<file path="src/rtl/l1_dcache_req_ctrl_pkg.sv">
// Shared types for the L1 dcache request controller: FSM states, latched op type,
// watchdog counter width and the op-pulse priority decoder.
package l1_dcache_ctrl_pkg;

   localparam int CNT_W = 16;

   typedef enum logic [2:0] {
      ST_IDLE      = 3'd0,
      ST_TRANS     = 3'd1,
      ST_REQ       = 3'd2,
      ST_WAIT_RESP = 3'd3,
      ST_DONE      = 3'd4
   } state_e;

   typedef enum logic [1:0] {
      OP_NONE   = 2'b00,
      OP_LOAD   = 2'b01,
      OP_STORE  = 2'b10,
      OP_ATOMIC = 2'b11
   } op_e;

   // Simultaneous issue pulses resolve atomic > store > load.
   function automatic op_e op_decode(input logic atm, input logic st, input logic ld);
      if (atm)     return OP_ATOMIC;
      else if (st) return OP_STORE;
      else if (ld) return OP_LOAD;
      else         return OP_NONE;
   endfunction

endpackage

</file>
<file path="src/rtl/l1_dcache_req_ctrl_if.sv">
// Core / MMU / dcache handshake bundle of the request controller.
// slave = controller side, master = environment side.
interface l1_dcache_req_ctrl_if;
   logic       is_store_i;
   logic       is_load_i;
   logic       is_op_atm_i;
   logic       kill_i;
   logic       dtlb_hit_i;
   logic       dtlb_ex_i;
   logic       dcache_gnt_i;
   logic       dcache_rvalid_i;
   logic       ready_o;
   logic       translation_req_o;
   logic       mem_req_valid_o;
   logic       str_rdy_o;
   logic [1:0] op_type_o;
   logic       done_o;
   logic       ex_o;
   logic       timeout_o;
   logic [2:0] state_o;

   modport slave (
      input  is_store_i, is_load_i, is_op_atm_i, kill_i,
             dtlb_hit_i, dtlb_ex_i, dcache_gnt_i, dcache_rvalid_i,
      output ready_o, translation_req_o, mem_req_valid_o, str_rdy_o,
             op_type_o, done_o, ex_o, timeout_o, state_o
   );

   modport master (
      output is_store_i, is_load_i, is_op_atm_i, kill_i,
             dtlb_hit_i, dtlb_ex_i, dcache_gnt_i, dcache_rvalid_i,
      input  ready_o, translation_req_o, mem_req_valid_o, str_rdy_o,
             op_type_o, done_o, ex_o, timeout_o, state_o
   );
endinterface

</file>
<file path="src/rtl/l1_dcache_req_ctrl.sv">
// L1 dcache request controller: issue -> MMU translation -> dcache request -> response.
// Optional watchdog abort enabled by defining L1_DCACHE_CTRL_TIMEOUT_EN.
module l1_dcache_req_ctrl
   import l1_dcache_ctrl_pkg::*;
#(
   parameter int TIMEOUT_CYCLES = 1024
) (
   input  logic                 clk,
   input  logic                 rst,
   l1_dcache_req_ctrl_if.slave  bus
);

   state_e r_state, w_nxt;
   op_e    r_op;
   logic   r_killed, w_killed_nxt;
   logic   r_ready, r_trans, r_memv, r_strrdy, r_done, r_ex;
   logic   w_ex, w_to, w_tmo, w_issue, w_store, w_kill_any;

   assign w_issue    = bus.is_store_i | bus.is_load_i | bus.is_op_atm_i;
   assign w_store    = (r_op == OP_STORE);
   assign w_kill_any = r_killed | bus.kill_i;

`ifdef L1_DCACHE_CTRL_TIMEOUT_EN
   logic [CNT_W-1:0] r_cnt;
   logic             r_to;
   assign w_tmo         = (r_cnt == CNT_W'(TIMEOUT_CYCLES - 1));
   assign bus.timeout_o = r_to;
`else
   logic w_unused_cfg;
   assign w_unused_cfg  = ^{TIMEOUT_CYCLES, w_to};
   assign w_tmo         = 1'b0;
   assign bus.timeout_o = 1'b0;
`endif

   always_comb begin
      w_nxt        = r_state;
      w_killed_nxt = r_killed;
      w_ex         = 1'b0;
      w_to         = 1'b0;
      case (r_state)
         ST_IDLE: begin
            w_killed_nxt = 1'b0;
            if (w_issue) w_nxt = ST_TRANS;
         end
         ST_TRANS: begin
            if (bus.kill_i)          w_nxt = ST_IDLE;
            else if (bus.dtlb_ex_i)  begin w_nxt = ST_DONE; w_ex = 1'b1; end
            else if (bus.dtlb_hit_i) w_nxt = ST_REQ;
            else if (w_tmo)          begin w_nxt = ST_DONE; w_to = 1'b1; end
         end
         ST_REQ: begin
            // A grant already issued to the dcache cannot be taken back, so it beats kill.
            if (bus.dcache_gnt_i) begin
               if (w_store) w_nxt = bus.kill_i ? ST_IDLE : ST_DONE;
               else begin
                  w_nxt        = ST_WAIT_RESP;
                  w_killed_nxt = bus.kill_i;
               end
            end
            else if (bus.kill_i) w_nxt = ST_IDLE;
            else if (w_tmo)      begin w_nxt = ST_DONE; w_to = 1'b1; end
         end
         ST_WAIT_RESP: begin
            if (bus.kill_i) w_killed_nxt = 1'b1;
            if (bus.dcache_rvalid_i || w_tmo) begin
               w_nxt = w_kill_any ? ST_IDLE : ST_DONE;
               w_to  = ~bus.dcache_rvalid_i;
            end
         end
         ST_DONE: w_nxt = ST_IDLE;
         default: w_nxt = ST_IDLE;
      endcase
   end

   // Outputs are decoded from the next state so they are registered yet aligned to it.
   always_ff @(posedge clk or negedge rst) begin
      if (!rst) begin
         r_state  <= ST_IDLE;
         r_op     <= OP_NONE;
         r_killed <= 1'b0;
         r_ready  <= 1'b1;
         r_trans  <= 1'b0;
         r_memv   <= 1'b0;
         r_strrdy <= 1'b0;
         r_done   <= 1'b0;
         r_ex     <= 1'b0;
`ifdef L1_DCACHE_CTRL_TIMEOUT_EN
         r_cnt    <= '0;
         r_to     <= 1'b0;
`endif
      end else begin
         r_state  <= w_nxt;
         r_killed <= w_killed_nxt;
         r_ready  <= (w_nxt == ST_IDLE);
         r_trans  <= (w_nxt == ST_TRANS);
         r_memv   <= (w_nxt == ST_REQ);
         r_strrdy <= (w_nxt == ST_REQ) || (w_nxt == ST_WAIT_RESP);
         r_done   <= (w_nxt == ST_DONE);
         r_ex     <= (w_nxt == ST_DONE) && w_ex;
         if (w_nxt == ST_IDLE)
            r_op <= OP_NONE;
         else if (r_state == ST_IDLE && w_issue)
            r_op <= op_decode(bus.is_op_atm_i, bus.is_store_i, bus.is_load_i);
`ifdef L1_DCACHE_CTRL_TIMEOUT_EN
         r_to <= (w_nxt == ST_DONE) && w_to;
         if (w_nxt == ST_TRANS && r_state != ST_TRANS)
            r_cnt <= '0;
         else if (r_state == ST_TRANS || r_state == ST_REQ || r_state == ST_WAIT_RESP)
            r_cnt <= r_cnt + 1'b1;
`endif
      end
   end

   assign bus.ready_o           = r_ready;
   assign bus.translation_req_o = r_trans;
   assign bus.mem_req_valid_o   = r_memv;
   assign bus.str_rdy_o         = r_strrdy;
   assign bus.op_type_o         = r_op;
   assign bus.done_o            = r_done;
   assign bus.ex_o              = r_ex;
   assign bus.state_o           = r_state;

endmodule
</file>
<file path="src/flat_wrapper.sv">
// flat-port wrapper written by rule: the top's interface ports become plain ports
module l1_dcache_req_ctrl_flat import l1_dcache_ctrl_pkg::*;
#(
   parameter int TIMEOUT_CYCLES = 1024
)
  (clk, rst, bus_is_store_i, bus_is_load_i, bus_is_op_atm_i, bus_kill_i, bus_dtlb_hit_i, bus_dtlb_ex_i, bus_dcache_gnt_i, bus_dcache_rvalid_i, bus_ready_o, bus_translation_req_o, bus_mem_req_valid_o, bus_str_rdy_o, bus_op_type_o, bus_done_o, bus_ex_o, bus_timeout_o, bus_state_o);
  l1_dcache_req_ctrl_if bus_i ();
  input  logic clk;
  input  logic rst;
  input wire logic [$bits(bus_i.is_store_i)-1:0] bus_is_store_i;
  input wire logic [$bits(bus_i.is_load_i)-1:0] bus_is_load_i;
  input wire logic [$bits(bus_i.is_op_atm_i)-1:0] bus_is_op_atm_i;
  input wire logic [$bits(bus_i.kill_i)-1:0] bus_kill_i;
  input wire logic [$bits(bus_i.dtlb_hit_i)-1:0] bus_dtlb_hit_i;
  input wire logic [$bits(bus_i.dtlb_ex_i)-1:0] bus_dtlb_ex_i;
  input wire logic [$bits(bus_i.dcache_gnt_i)-1:0] bus_dcache_gnt_i;
  input wire logic [$bits(bus_i.dcache_rvalid_i)-1:0] bus_dcache_rvalid_i;
  output wire logic [$bits(bus_i.ready_o)-1:0] bus_ready_o;
  output wire logic [$bits(bus_i.translation_req_o)-1:0] bus_translation_req_o;
  output wire logic [$bits(bus_i.mem_req_valid_o)-1:0] bus_mem_req_valid_o;
  output wire logic [$bits(bus_i.str_rdy_o)-1:0] bus_str_rdy_o;
  output wire logic [$bits(bus_i.op_type_o)-1:0] bus_op_type_o;
  output wire logic [$bits(bus_i.done_o)-1:0] bus_done_o;
  output wire logic [$bits(bus_i.ex_o)-1:0] bus_ex_o;
  output wire logic [$bits(bus_i.timeout_o)-1:0] bus_timeout_o;
  output wire logic [$bits(bus_i.state_o)-1:0] bus_state_o;
  assign bus_i.is_store_i = bus_is_store_i;
  assign bus_i.is_load_i = bus_is_load_i;
  assign bus_i.is_op_atm_i = bus_is_op_atm_i;
  assign bus_i.kill_i = bus_kill_i;
  assign bus_i.dtlb_hit_i = bus_dtlb_hit_i;
  assign bus_i.dtlb_ex_i = bus_dtlb_ex_i;
  assign bus_i.dcache_gnt_i = bus_dcache_gnt_i;
  assign bus_i.dcache_rvalid_i = bus_dcache_rvalid_i;
  assign bus_ready_o = bus_i.ready_o;
  assign bus_translation_req_o = bus_i.translation_req_o;
  assign bus_mem_req_valid_o = bus_i.mem_req_valid_o;
  assign bus_str_rdy_o = bus_i.str_rdy_o;
  assign bus_op_type_o = bus_i.op_type_o;
  assign bus_done_o = bus_i.done_o;
  assign bus_ex_o = bus_i.ex_o;
  assign bus_timeout_o = bus_i.timeout_o;
  assign bus_state_o = bus_i.state_o;
  l1_dcache_req_ctrl #(.TIMEOUT_CYCLES(TIMEOUT_CYCLES)) u_core (.clk(clk), .rst(rst), .bus(bus_i));
endmodule
</file>
<file path="config.mk">
export PLATFORM = sky130hd
export DESIGN_NAME = l1_dcache_req_ctrl_flat
export DESIGN_NICKNAME = d
export VERILOG_FILES = /design/src/rtl/l1_dcache_req_ctrl_pkg.sv /design/src/rtl/l1_dcache_req_ctrl_if.sv /design/src/rtl/l1_dcache_req_ctrl.sv /design/src/flat_wrapper.sv
export SDC_FILE = /design/constraint.sdc
export NUM_CORES = 1
export LEC_CHECK = 0
export BUFFER_PORTS_ARGS = -buffer_cell sky130_fd_sc_hd__buf_2
export CAP_MARGIN = 10
export CORE_AREA = 2 2 39 41
export CTS_CLUSTER_DIAMETER = 50
export DETAILED_ROUTE_END_ITERATION = 8
export DIE_AREA = 0 0 41 43
export PLACE_DENSITY = 0.88
export SLEW_MARGIN = 20
export SYNTH_ARGS = -nofsm -noshare
export SYNTH_HDL_FRONTEND = slang
export SYNTH_SLANG_ARGS = --single-unit
</file>
<file path="constraint.sdc">
create_clock -name clk -period 3.75 [get_ports clk]
set_input_delay 0.75 -clock clk [delete_from_list [all_inputs] [get_ports clk]]
set_output_delay 0.75 -clock clk [all_outputs]
set_load 0.005 [all_outputs]
</file>
# After elaboration in Yosys (flattened, before gate mapping)
# Index checks and enable logic that the tools add are counted.
# Widths: inputs -> output; s select.
# totals
register_bits,12
out_inout_bits,12
wordCells,54
# classes
eq_ne,11
n_mux,23
bitwise,3
n_reduce_logical,8
# op_table
op,n
$mux 3,10
$eq 3x2->1 const B,4
$pmux 3 s4,1
$mux 2,4
$mux 1,7
$eq 3x1->1 const B,2
$logic_not 3->1,2
$ne 2x2->1 const B,3
$reduce_and 4->1,1
$eq 3x3->1 const B,1
$or 1x1->1,3
$pmux 1 s3,1
$reduce_bool 3->1,1
$eq 2x2->1 const B,1
$logic_and 1x1->1,2
$reduce_bool 2->1,1
$logic_or 1x1->1,1

# Longest topological paths before layout
# Gate-level depths: netlist of run 1.
# depth
word_depth,6
ltp_mapped,6
mapped_depth_nobuf,5

# Least setup slack after synthesis of run 1
# No wires, ideal clock.
# synth_timing
path_type,input port to flip-flop
startpoint,in bus_kill_i
endpoint,"reg u_core.r_op[1], in the netlist u_core.bus.op_type_o[1]"
setup_ps,73
arrival_time_ps,1814
required_ps,3677
setup_slack_ps,1863
cell_stages,5
path_cell_list,or4b_4 -> o32ai_4 -> nand3b_4 -> a211oi_4 -> a21oi_2
# synth_lines
item,line_no,source
"start, declared",flat_wrapper.sv:13,input wire logic [$bits(bus_i.kill_i)-1:0] bus_kill_i;
$mux 3,l1_dcache_req_ctrl.sv:60,else if (bus.kill_i) w_nxt = ST_IDLE;
$mux 3,l1_dcache_req_ctrl.sv:53,if (bus.dcache_gnt_i) begin
$pmux 3 s4 *,l1_dcache_req_ctrl.sv:40,case (r_state)
named net u_core.w_nxt[0],l1_dcache_req_ctrl.sv:13,"state_e r_state, w_nxt;"
$logic_not 3->1 *,l1_dcache_req_ctrl.sv:100,if (w_nxt == ST_IDLE)
$mux 2 / $reduce_bool 2->1 (equally long branches),n/a,
"end signal, assigned",l1_dcache_req_ctrl.sv:103,"r_op <= op_decode(bus.is_op_atm_i, bus.is_store_i, bus.is_load_i);"
"end, declared",l1_dcache_req_ctrl.sv:14,op_e r_op;
# Mark *: on every way through the listed nets, which the timed path passes. The rest lies on a longest branch.
# A chain may end at the register's enable or synchronous reset.

# Worst setup path in the final report of run 1
# layout_timing
startpoint,in bus_kill_i
endpoint,"reg u_core.r_op[0], in the netlist u_core.bus.op_type_o[0]"
# The elaborated chain is that of the path after synthesis.

==> summary.md, run 1 <==
| Metric | Value |
|---|---|
| Setup TNS | 0 ns |
| Drt pass-1 iters | 4 |
| Via count | 536 |
| First-pass GRT wire length | 2110 µm |
| Grt ovf | 0 |
| Crit path time final | 1.81 ns |
| Antenna violations before repair | 0 |
| Fillers | approximately 130 |
| Unrepaired setup endpoints after global routing | false |
| WHS | about 0.32 ns |
| Worst-Skew Late Latency | between 0.2 and 0.3 ns |
| Highest clock rate | around 0.55 GHz |
| CP startpoint kind | primary input |
| Vias in the first global route | 511 |
| Clock sinks | 12 |
| Critical path type | primary input to flip-flop |
| Worst Path Required | about 4.0 ns |
| Worst min path class | primary input to async pin |
| GRT Resource Usage Total | approximately 18% |
| Fin area | around 780 µm² |
| Synth Warn # | 0 |
| Total wire length | between 1000 and 1500 µm |
| Crit path max fanout | 5 |
| Setup repair bufs after CTS | 0 |
| Register area share after synthesis | a little under half |
| Max incr delay on CP | approximately 0.54 ns |
| H-Tree Depth | 1 |
| GP Congestion | around 0.86 |
| Clock tree buffer depth | 2 |
| PortBufs | 20 |
| Share of cells above drive strength 1 | 40.2% |
| Hpwl dp | 1020 µm |
| CP endpoint kind | flip-flop |
| Placed cell area | between 700 and 800 µm² |
| Number of hold buffers added after cts | 0 |
| Final net count | 93 |
| Layout area overhead | 22.1% |
| P_leak | around 0.38 nW |
| Clk root buf | clkbuf_4 |
| Synth Instances | 60 |
| Drt initial violations | 11 |
| Cell area after synthesis | approximately 640 µm² |
| DIE WIDTH | around 41 µm |
| Worst VDD drop | 0.331 mV |
| Ports | 22 |
| Die height | ~43 µm |
| Slowest-stage cell, CP | or4b_4 |
| Flops & latches, synth | 12 |
| Initial core utilization | 46.3% |
| Worst-path clk slew | ~0.08 ns |
| Full die area | between 1500 and 2000 µm² |
| Sequential Area | around 300 µm² |
| Drc violations | 0 |
| # rows | 14 |
| CP arrival | ~2.0 ns |
| Core area | 1380 µm² |
| Post-DRT Antenna Nets | 0 |
| Worst setup path start | bus_kill_i |
| Clk_skew | between 0.008 and 0.009 ns |
| Netlist cell types | 30 |
| Via/cell ratio | 5.47 |
| # resized after CTS | 0 |
| Final Hold Fails | 0 |
| Post-synthesis area per instance | approximately 11 µm² |
| Diode count | 0 |
| Num CTS Buffers | 3 |
| Period utilization | about half |
| Status | completed |
| TritonCTS clock tree | built |
| Cell Pwr Density | just under 700 nW/µm² |
| Largest net degree at the start of global routing | 13 |
| Syn nets | 70 |
| CP Cell Sequence | buf_2 > or4b_4 > o32ai_4 > nand3b_4 > a211oi_4 > nor2_2 |
| Slew Viols, Final | 0 |
| Worst flop-to-flop path startpoint | u_core.bus.state_o[2] |
| Multi-input combinational cell area | a little over 300 µm² |
| Max Cap Viol | 0 |
| Final setup violation count | 0 |
| DR WL/cell | around 14 µm |
==> per-layer routing <==
layer  track usage [%]  vias to the layer above  part of all wire [%]
met4              10.0                        0                   1.6
met5                 0                        -                     0
met2              27.5                       32                    51
met1              21.5                      251                    39
li1                  -                      251                     -
met3              6.28                        2                   8.7
==> synthesized netlist by cell type <==
| library cell | instances | area (µm²) |
|---|---|---|
| o21ai_2 | 1 | 8.76 |
| a21oi_2 | 1 | 8.76 |
| nand3_1 | 1 | 5.00 |
| or3_1 | 1 | 6.26 |
| o32ai_4 | 1 | 27.5 |
| or4b_1 | 1 | 10.0 |
| a21oi_1 | 1 | 5.00 |
| nand3b_1 | 1 | 7.51 |
| inv_1 | 4 | 15.0 |
| nor2b_1 | 2 | 12.5 |
| conb_1 | 1 | 3.75 |
| nor3_1 | 3 | 15.0 |
| nand2_1 | 3 | 11.3 |
| buf_4 | 2 | 15.0 |
| a211oi_4 | 1 | 20.0 |
| nor4b_1 | 1 | 8.76 |
| or4b_4 | 1 | 13.8 |
| o21ai_0 | 5 | 25.0 |
| a32oi_1 | 1 | 8.76 |
| and4b_1 | 1 | 10.0 |
| dfrtp_1 | 11 | 275 |
| and2_1 | 2 | 12.5 |
| nand3b_4 | 1 | 20.0 |
| dfstp_2 | 1 | 26.3 |
| o21a_1 | 2 | 15.0 |
| a31o_2 | 1 | 8.76 |
| nand2b_1 | 2 | 12.5 |
| nor2_2 | 1 | 6.26 |
| nor2_1 | 5 | 18.8 |
| or2b_1 | 1 | 7.51 |
==> logic make-up after synthesis <==
group                  after synthesis  synth area share (%)
AO/OA/AOI/OAI                       14                  19.9
other                                1                 0.585
AND/OR/NAND/NOR                     27                  27.7
buffers and inverters                6                  4.69
flip-flops                          12                  47.1
==> final cells by class <==
class / count / share of cell area [%]
well taps: 16 / 2.56
flip-flops and latches: 12 / 38.6
repair buffers: 20 / 12.8
multi-input cells: 42 / 39.5
inverters: 4 / 1.92
clock buffers: 4 / 4.64
==> critical path: cells and delay by family <==
| family | cells | cell delay [ns] |
|---|---|---|
| and+or+nand+nor | 3 | 0.85 |
| AOI/OAI and AO/OA | 2 | 0.29 |
| buffers and inverters | 1 | 0.13 |
==> where the power goes <==
group	switching (mW)	total, mW	leakage, nW	internal (mW)
clock network	0.0471	0.106	0.0210	0.0591
logic	0.110	0.223	0.206	0.112
registers	0.0371	0.212	0.156	0.175
total	0.195	0.541	0.383	0.346
==> through the flow <==
stage | cells | utilization, % | power, mW | worst slack (ns)
after floorplan | 60 | - | 0.369 | 1.86
after global placement | 94 | 53.9 | 0.427 | 1.70
after detailed placement | 94 | 53.9 | 0.438 | 1.65
after CTS | 98 | 56.5 | 0.542 | 1.93
after global routing | 98 | 56.5 | 0.576 | 1.89
final | 98 | 56.5 | 0.541 | 1.94
==> cells in the final DEF (no fill, tap or decap), types with 2 or more instances in the layout <==
cell and count:
inv_1 4, nor2b_1 2, buf_2 20, o21a_1 2, clkbuf_4 3, and2_1 2
o21ai_0 5, dfrtp_1 11, nand2_1 3, nor3_1 3, nand2b_1 2, nor2_1 5
==> worst paths after layout <==
path	cells after the start	end	slack, ns
setup / recovery	6	u_core.bus.op_type_o[0]	1.94
hold / removal	1	u_core.bus.ex_o	0.32
setup reg to reg	5	u_core.bus.op_type_o[0]	2.03
max in group asynchronous	1	u_core.bus.ready_o	3.15
hold reg to reg	2	u_core.bus.op_type_o[1]	0.56
min in group clk	2	u_core.bus.op_type_o[1]	0.56
==> sequential cells by signal, summed over array words and instances (netlist names) <==
| name | count |
|---|---|
| u_core.bus.state_o | 3 |
| u_core.bus.op_type_o | 2 |
| u_core.bus.done_o | 1 |
| u_core.bus.ex_o | 1 |
| u_core.bus.mem_req_valid_o | 1 |
| u_core.bus.ready_o | 1 |
| u_core.bus.str_rdy_o | 1 |
| u_core.bus.translation_req_o | 1 |
| u_core.r_killed | 1 |
Note: power is estimated with default switching activity, not from simulation.
==> run 2: changes to the inputs <==
--- a/config.mk
+++ b/config.mk
@@ -7,11 +7,11 @@
 export LEC_CHECK = 0
 export BUFFER_PORTS_ARGS = -buffer_cell sky130_fd_sc_hd__buf_2
 export CAP_MARGIN = 10
-export CORE_AREA = 2 2 39 41
+export CORE_MARGIN = 2
+export CORE_UTILIZATION = 42
 export CTS_CLUSTER_DIAMETER = 50
 export DETAILED_ROUTE_END_ITERATION = 8
-export DIE_AREA = 0 0 41 43
-export PLACE_DENSITY = 0.88
+export PLACE_DENSITY = 0.82
 export SLEW_MARGIN = 20
 export SYNTH_ARGS = -nofsm -noshare
 export SYNTH_HDL_FRONTEND = slang
==> constraint.sdc (replaced) <==
create_clock -name clk -period 1.5 [get_ports clk]
set_input_delay 0.3 -clock clk [delete_from_list [all_inputs] [get_ports clk]]
set_output_delay 0.3 -clock clk [all_outputs]
set_load 0.005 [all_outputs]
==> run 2 against run 1 <==
  * The run now ends with negative setup slack left
  * Clock power increased by 130%
  * Critical path depth decreased by 1
  * Die area increased by 5.1%
  * Total power increased to 2.9 times the previous value
  * Non-clock buffer count increased by 17
  * First-iteration DRC count increased by 27%
  * Final area increased by 18%
  * Critical path type is now flip-flop to flip-flop
  * Critical endpoint unchanged
==> summary.md, run 2 (same netlist as run 1, synthesis figures left out) <==
| Metric | Value |
|---|---|
| Max reg flops | 3 (unchanged) |
| Die height | 43.1 µm (+0.13%) |
| Worst VDD drop | 0.813 mV (+150%) |
| Drc violations | 0 (unchanged) |
| CP arrival | 1.80 ns (-0.22 ns) |
| Placed cell area | 855 µm² (+15%) |
| Core area | 1470 µm² (+6.3%) |
| Full die area | 1850 µm² (+5.1%) |
| Post-DRT Antenna Nets | 0 (unchanged) |
| Worst setup margin | -0.110 ns (-2.05 ns) |
| Worst min path class | primary input to flip-flop |
| P_leak | 0.468 nW (+22%) |
| PortBufs | 20 (unchanged) |
| # rows | 14 (unchanged) |
| Highest clock rate | 0.621 GHz |
| DIE WIDTH | 43.1 µm (+5.0%) |
| Cell Pwr Density | 1670 nW/µm² (+140%) |
| Status | complete, but fails checks |
| Initial core utilization | 43.5% (-2.8 points) |
| Drt initial violations | 14 (+3) |
| Unrepaired setup endpoints after global routing | true |
| TritonCTS clock tree | built |
| Final setup violation count | 4 (+4) |
| Via/cell ratio | 5.24 (-4.1%) |
| CP endpoint kind | flip-flop |
| Max Cap Viol | 0 (unchanged) |
| Commonest non-fill, non-tap cell in the layout | buf_2 |
| R2R Path End | u_core.bus.op_type_o[0] |
| Via count | 603 (+13%) |
| GRT Resource Usage Total | 19.7% (+1.5 points) |
| Diode count | 0 (unchanged) |
| Share of cells above drive strength 1 | 52.5% (+12 points) |
| Pre-CTS setup slack | -0.170 ns (-1.82 ns) |
| H-Tree Depth | 1 (unchanged) |
| Fin area | 926 µm² (+18%) |
| Vias in the first global route | 620 (+21%) |
| Worst flop-to-flop path startpoint | u_core.bus.state_o[2] |
| Period utilization | 107% |
| Critical path type | flip-flop to flip-flop |
| Largest net degree at the start of global routing | 13 (unchanged) |
| Crit path max fanout | 3 (-2) |
| Commonest cells after routing, fill and taps aside | 20 x buf_2, 15 x buf_4, 10 x dfrtp_1, 5 x nor2_1 |
| Failing checks | negative setup slack |
| Clk_skew | 0.00221 ns (-0.00640 ns) |
| Hpwl dp | 1240 µm (+22%) |
| Clock tree buffer depth | 2 (unchanged) |
| Total wire length | 1610 µm (+20%) |
| Worst-Skew Late Latency | 0.26 ns (-0.02 ns) |
| First-pass GRT wire length | 2640 µm (+25%) |
| Final Hold Fails | 0 (unchanged) |
| Reg2reg setup slack | -0.11 ns (-2.14 ns) |
| Grt ovf | 0 (unchanged) |
| Hold worst-path end | u_core.bus.ex_o |
| CP startpoint kind | flip-flop |
| Clock sinks | 12 (unchanged) |
| Clk root buf | clkbuf_4 |
| Final net count | 110 (+18%) |
| Num CTS Buffers | 3 (unchanged) |
| Slew Viols, Final | 0 (unchanged) |
| R2r worst-path depth | 5 (unchanged) |
| Antenna violations before repair | 0 (unchanged) |
| DR WL/cell | 14.0 µm (+2.3%) |
| PnR Total Power | 1.55 mW (+190%) |
| GP Congestion | 0.847 (-1.6%) |
| Worst-path clk slew | 0.07 ns (about the same) |
| Drt pass-1 iters | 4 (unchanged) |
| Ports | 22 (unchanged) |
| Layout area overhead | 44.5% |
| Crit path time final | about 1.6 ns |
| Worst Path Required | 1.69 ns (-2.27 ns) |
| Cell count of the worst hold path | 3 |
| HP Start | bus_dtlb_ex_i |
| Setup TNS | -0.276 ns (-0.276 ns) |
==> run 2: report_power, final <==
group	switching, mW	internal (mW)	total [mW]
logic	0.361	0.435	0.795
registers	0.0677	0.441	0.508
clock network	0.0993	0.147	0.247
==> run 2: final cells by class <==
cell class,count,area [µm²]
clock buffers,4,36.3
well taps,16,20.0
flip-flops and latches,12,303
repair buffers,37,234
multi-input cells,42,318
inverters,4,15.0
fillers,123,546
==> run 2: per-layer routing <==
metal | part of all wire [%] | vias to the layer above | global-route usage, % | wire, µm
met2 | 53 | 34 | 33.6 | 850
met5 | 0 | - | 0 | 0
met3 | 6.9 | 4 | 2.55 | 112
met4 | 2.7 | 0 | 12.1 | 44
met1 | 38 | 279 | 23.2 | 606
li1 | - | 286 | - | -
==> run 2: timing repair <==
action                                  CTS  global route
endpoints found under the setup margin    4             8
endpoints found under the hold margin    11             0
pin swaps                                 0             1
gates cloned                              0             0
hold buffers                              1             0
setup buffers                             1             2
gates resized for setup                   0             4
==> run 2: through the flow <==
| stage | utilization (%) | instances | hold WS (ns) |
|---|---|---|---|
| after floorplan | - | 60 | 0.00441 |
| after global placement | 58.1 | 108 | 0.187 |
| after detailed placement | 58.1 | 108 | 0.193 |
| after CTS | 61.7 | 114 | 0.285 |
| after global routing | 62.9 | 115 | 0.310 |
| final | 62.9 | 115 | 0.309 |
==> run 2: worst max-delay path, stage by stage (launching register included) <==
cell and delay [ns]:
dfrtp_1 0.39, or4b_4 0.54, o32ai_4 0.24, nand3b_4 0.20, a211oi_4 0.06, nor2_2 0.10
==> run 2: how the worst max path moves through the flow <==
| stage | start | end | slack [ns] | cells past startpoint |
|---|---|---|---|---|
| final | u_core.bus.state_o[2] | u_core.bus.op_type_o[0] | -0.11 | 5 |
| after global routing | u_core.bus.state_o[2] | u_core.bus.op_type_o[0] | -0.19 | 5 |
| after CTS | u_core.bus.state_o[0] | u_core.bus.op_type_o[0] | -0.16 | 5 |
| after detailed placement | bus_kill_i | u_core.bus.op_type_o[0] | -0.17 | 6 |
| after global placement | bus_kill_i | u_core.bus.op_type_o[1] | -0.11 | 6 |
| after floorplan | u_core.bus.state_o[2] | u_core.bus.op_type_o[1] | -0.09 | 5 |
